[config.mk]
export PLATFORM = sky130hd
export DESIGN_NAME = sr_excitation_encoder
export DESIGN_NICKNAME = d
export VERILOG_FILES = /design/src/rtl/sr_excitation_encoder.sv
export SDC_FILE = /design/constraint.sdc
export NUM_CORES = 1
export LEC_CHECK = 0
export BUFFER_PORTS_ARGS = -buffer_cell sky130_fd_sc_hd__buf_2
export CAP_MARGIN = 30
export CORE_MARGIN = 2
export CORE_UTILIZATION = 52
export CTS_CLUSTER_DIAMETER = 30
export DETAILED_ROUTE_END_ITERATION = 6
export GPL_ROUTABILITY_DRIVEN = 0
export GPL_TIMING_DRIVEN = 0
export PLACE_DENSITY = 0.75
export SLEW_MARGIN = 20
export SYNTH_ARGS = -nofsm -noshare
export SYNTH_HDL_FRONTEND = slang
export SYNTH_SLANG_ARGS = --single-unit
export TNS_END_PERCENT = 50
[constraint.sdc]
create_clock -name CLK -period 2.38 [get_ports CLK]
set_input_delay 0.357 -clock CLK [delete_from_list [all_inputs] [get_ports CLK]]
set_output_delay 0.357 -clock CLK [all_outputs]
set_load 0.005 [all_outputs]
[src/rtl/sr_excitation_encoder.sv]
// sr_excitation_encoder: FIFO-fed encoder that turns target words into S/R excitation pulses for an SR flop bank.
// Optional build macro SR_ENC_FORCE_REFRESH_EN: every word drives absolute S=T, R=~T (no skipping).
module sr_excitation_encoder #(
   parameter int WIDTH = 12,
   parameter int HOLD  = 1,
   parameter int DEPTH = 4
) (
   input  logic             CLK,
   input  logic             RST_N,
   input  logic [WIDTH-1:0] IN_DATA,
   input  logic             IN_VALID,
   output logic             IN_READY,
   output logic [WIDTH-1:0] S,
   output logic [WIDTH-1:0] R,
   output logic             BUSY,
   output logic [WIDTH-1:0] SHADOW,
   output logic [15:0]      CHG_CNT
);
   localparam int AW = (DEPTH > 1) ? $clog2(DEPTH) : 1;
   localparam int CW = $clog2(HOLD + 2);

   localparam logic [1:0] ST_INIT   = 2'd0;
   localparam logic [1:0] ST_IDLE   = 2'd1;
   localparam logic [1:0] ST_DRIVE  = 2'd2;
   localparam logic [1:0] ST_SETTLE = 2'd3;

   localparam logic [CW-1:0] HOLD_LAST = CW'(HOLD - 1);
   localparam logic [CW-1:0] HOLD_END  = CW'(HOLD);
   localparam logic [AW:0]   FIFO_FULL = (AW + 1)'(DEPTH);

   logic [WIDTH-1:0] mem [DEPTH];
   logic [AW-1:0]    wr_ptr, rd_ptr;
   logic [AW:0]      count;
   logic             run;
   logic             full, empty, push, pop;
   logic [1:0]       state;
   logic [CW-1:0]    hold_cnt;
   logic [WIDTH-1:0] target;
   logic [WIDTH-1:0] head, set_next, rst_next;

   assign full     = (count == FIFO_FULL);
   assign empty    = (count == '0);
   assign IN_READY = run & ~full;
   assign push     = IN_VALID & IN_READY;
   assign pop      = (state == ST_IDLE) & ~empty;
   assign head     = mem[rd_ptr];
   assign BUSY     = (state != ST_IDLE) | ~empty;

`ifdef SR_ENC_FORCE_REFRESH_EN
   assign set_next = head;
   assign rst_next = ~head;
`else
   assign set_next = head & ~SHADOW;
   assign rst_next = ~head & SHADOW;
`endif

   // NOTE: FIFO storage has no reset; count and pointers alone decide which entries are valid.
   always_ff @(posedge CLK) begin
      if (push) mem[wr_ptr] <= IN_DATA;
   end

   // Holds IN_READY low while reset is asserted without a combinational path from RST_N.
   always_ff @(posedge CLK or negedge RST_N) begin
      if (!RST_N) run <= 1'b0;
      else        run <= 1'b1;
   end

   always_ff @(posedge CLK or negedge RST_N) begin
      if (!RST_N) begin
         wr_ptr <= '0;
         rd_ptr <= '0;
         count  <= '0;
      end else begin
         if (push) wr_ptr <= wr_ptr + AW'(1);
         if (pop)  rd_ptr <= rd_ptr + AW'(1);
         case ({push, pop})
            2'b10:   count <= count + (AW + 1)'(1);
            2'b01:   count <= count - (AW + 1)'(1);
            default: count <= count;
         endcase
      end
   end

   // NOTE: non-blocking assignments throughout so every register samples pre-edge values.
   always_ff @(posedge CLK or negedge RST_N) begin
      if (!RST_N) begin
         state    <= ST_INIT;
         hold_cnt <= '0;
         S        <= '0;
         R        <= '0;
         SHADOW   <= '0;
         target   <= '0;
         CHG_CNT  <= '0;
      end else begin
         case (state)
            ST_INIT: begin
               // Clear the whole bank so it matches the zeroed SHADOW.
               if (hold_cnt == HOLD_END) begin
                  R        <= '0;
                  hold_cnt <= '0;
                  state    <= ST_SETTLE;
               end else begin
                  R        <= '1;
                  hold_cnt <= hold_cnt + CW'(1);
               end
            end
            ST_IDLE: begin
               if (pop) begin
                  target <= head;
                  if ((set_next | rst_next) != '0) begin
                     S        <= set_next;
                     R        <= rst_next;
                     hold_cnt <= '0;
                     state    <= ST_DRIVE;
                     if (CHG_CNT != 16'hFFFF) CHG_CNT <= CHG_CNT + 16'd1;
                  end
               end
            end
            ST_DRIVE: begin
               if (hold_cnt == HOLD_LAST) begin
                  SHADOW   <= target;
                  S        <= '0;
                  R        <= '0;
                  hold_cnt <= '0;
                  state    <= ST_SETTLE;
               end else begin
                  hold_cnt <= hold_cnt + CW'(1);
               end
            end
            default: state <= ST_IDLE;
         endcase
      end
   end

endmodule

==> run summary <==
status: complete, but fails checks
violated checks: negative setup slack
final setup fails: 44
Hold Path Class: in2reg
synth top area cells: dfrtp_1, edfxtp_1, ha_1
most common cell after layout, fill and taps aside: dfrtp_1
Required @ worst endpoint: 2.82 ns
core area: 10700 um^2
CTS tree: yes
WL per Instance: 18.1 um
critical path, cell by cell: buf_6 -> buf_12 -> mux4_2 -> ha_4 -> nand4_1 -> nor3_4 -> a211o_4 -> buf_8 -> mux2i_1
asr flop ratio synth: 61.3%
R2R Path End: R[4]
critical path class: reg2reg
Seq cells post-synth: 124
IO Count: 69
Cells on Worst Hold Path: 1
first-pass GRT wire length: 18.8 mm
Pint: 0.00623 W
post-synth cell types: 45
P&R area growth vs syn: 28.1%
vias in the first global route: 3706
Final Hold Viols: 0
commonest non-fill, non-tap cells in the layout: dfrtp_1, buf_2, edfxtp_1
P_sw: 0.00361 W
post-synthesis cell count: 411
CP max stage cell: mux4_2
Synth top area share: 33.6%
gr usage total: 21.7%
clock slew seen by the registers of the worst setup and hold paths: 0.06 ns
Reg2Reg Depth: 9
clock share of power: 22.5%
reg2reg start: rd_ptr[0]
Gate power share: 44.0%
DRT iter0 DRCs: 145
Yosys warning total: 0
setup ws final: -0.363 ns
port bufs: 68
antenna cells: 0
Critical Path AT: 3.18 ns
largest net degree at the start of global routing: 58
Fill cells: 741
Mapped Nets: 467
total power: 0.00984 W
Worst setup EP type: flip-flop
CTS H-Tree Depth: 4
final wirelength: 12.2 mm
Final period util: 115%
MaxCap Viol Count: 0
CTS root buf: clkbuf_8
Setup crit start: rd_ptr[0]
cell taking the most area after synthesis: dfrtp_1
Fin Clk Skew: 0.00752 ns
Hold Startpoint: IN_DATA[8]
Sw Share: 36.7%
DRT Pass-1 Iters: 4
vias per inst: 5.40
Initial Util: 52.6%
Critical Path Start Type: flip-flop
prevailing post-synth register cell: dfrtp_1
Clock Latency Late Sink: 0.52 ns
Final Critical Period: 2.74 ns
layout cells sized above 1: 35.8%
DR DRC count: 0
hold_ws: 0.0462 ns
PD cells: 1360 nW/um^2
max frequency: 365 MHz
RSZ-0062 raised after global routing: true
Die Ht: 108 um
hold endpoint: mem[3][8]
CP max stage delay: 0.57 ns
post-synthesis sequential area ratio: 59.1%
DP HPWL: 7.59 mm
Slew Limit Headroom: 54.5%
P_leak: 3.34 nW
total die area: 11700 um^2
Slew Viols, Final: 0
Detail Route Antenna Nets: 0
sequential power share: 33.5%
clock sinks: 124
FP Rows: 38
syn_area_per_cell: 13.8 um^2
Num CTS Buffers: 17
Clock Path Buffers: 2
Die Width: 108 um
Vias: 3641
EDFF count, synth: 48
crit-path max FO: 5
dpl ws: -0.454 ns
Cell Area, Synth: 5660 um^2
initial antenna violation count: 0
worst-margin pin slew: 0.683 ns
Peak VDD IR: 0.000622 V
nets: 577
GR Overflow Total: 0
flop2flop setup slack: -0.36 ns
power by group through the flow:
| stage | clock (W) | sequential (W) | combinational, W |
|---|---|---|---|
| after floorplan | 0 | 0.00325 | 0.00238 |
| after global placement | 0 | 0.00328 | 0.00331 |
| after detailed placement | 0 | 0.00331 | 0.00344 |
| after CTS | 0.00225 | 0.00328 | 0.00411 |
| after global routing | 0.00234 | 0.00337 | 0.00476 |
| final | 0.00221 | 0.00330 | 0.00433 |
worst max-delay path by stage:
stage                     slack, ns    to
after floorplan               -0.12  S[0]
after global placement        -0.41  S[9]
after detailed placement      -0.45  S[8]
after CTS                     -0.30  R[7]
after global routing          -0.48  R[1]
final                         -0.36  R[4]
area by class of cell:
type | instances | area, um^2 | share of cell area, %
plain buffers | 14 | 131 | 1.81
inverters | 50 | 193 | 2.66
clock inverters | 15 | 100 | 1.38
repair buffers | 91 | 604 | 8.34
well taps | 140 | 175 | 2.42
clock buffers | 17 | 414 | 5.72
multi-input cells | 223 | 2280 | 31.5
flip-flops and latches | 124 | 3340 | 46.1
sequential cells by signal (all words and copies together), names as in the netlist:
register	count
S	12
count	3
run	1
wr_ptr	2
CHG_CNT	16
rd_ptr	2
hold_cnt	2
target	12
SHADOW	12
state	2
R	12
mem	48
synth_stat cells, types with 3 or more instances:
cell and n:
inv_1 49, and4_1 3, xnor2_1 3, clkbuf_1 6
mux4_2 12, and3_1 4, nand4_1 7, nor4_1 3
o21ai_0 13, mux2i_1 16, mux2_2 15, a22o_1 12
nor2_1 4, nor4_2 4, buf_4 3, dfrtp_1 76
edfxtp_1 48, nor3_1 8, buf_6 3, xor2_1 17
a21oi_1 12, ha_1 40, nand2_1 22, nand3_1 5
what timing repair did:
item | CTS | global route
pin swaps | 21 | 9
gates resized for setup | 34 | 15
buffers inserted | 14 | 3
setup endpoints to repair | 45 | 47
hold buffers | 1 | 0
endpoints found under the hold margin | 19 | 0
cloned | 4 | 0
stage by stage:
step | instance area (um^2) | TNS [ns] | util, % | instances
CTS | 7120 | -10.30 | 66.3 | 671
global placement | 6200 | -15.12 | 57.7 | 619
floorplan | 5690 | -3.25 | - | 411
detailed placement | 6230 | -16.52 | 58.0 | 620
global route | 7240 | -17.54 | 67.4 | 674
finish | 7240 | -12.97 | 67.4 | 674
worst max-delay path, delay by kind of cell (launching register included):
| family | cells | cell delay [ns] |
|---|---|---|
| AOI/OAI and AO/OA | 1 | 0.25 |
| adders and majority gates | 1 | 0.29 |
| buffers and inverters | 3 | 0.41 |
| DFF | 1 | 0.34 |
| muxes | 2 | 0.77 |
| and+or+nand+nor | 2 | 0.60 |
cell families after synthesis:
logic type,synth area share [%]
simple gates,7.52
compound gates,5.42
flops,59.1
mux,10.6
xor+xnor,3.10
buf+inv,4.98
fa+ha+maj,9.20
other cells,0.0663
routing by layer:
layer,GRT usage [%],routed length [um]
met5,0,0
met4,10.4,270
met3,5.06,447
met2,35.3,6210
met1,27.7,5240
(Power assumes the default switching activity.)
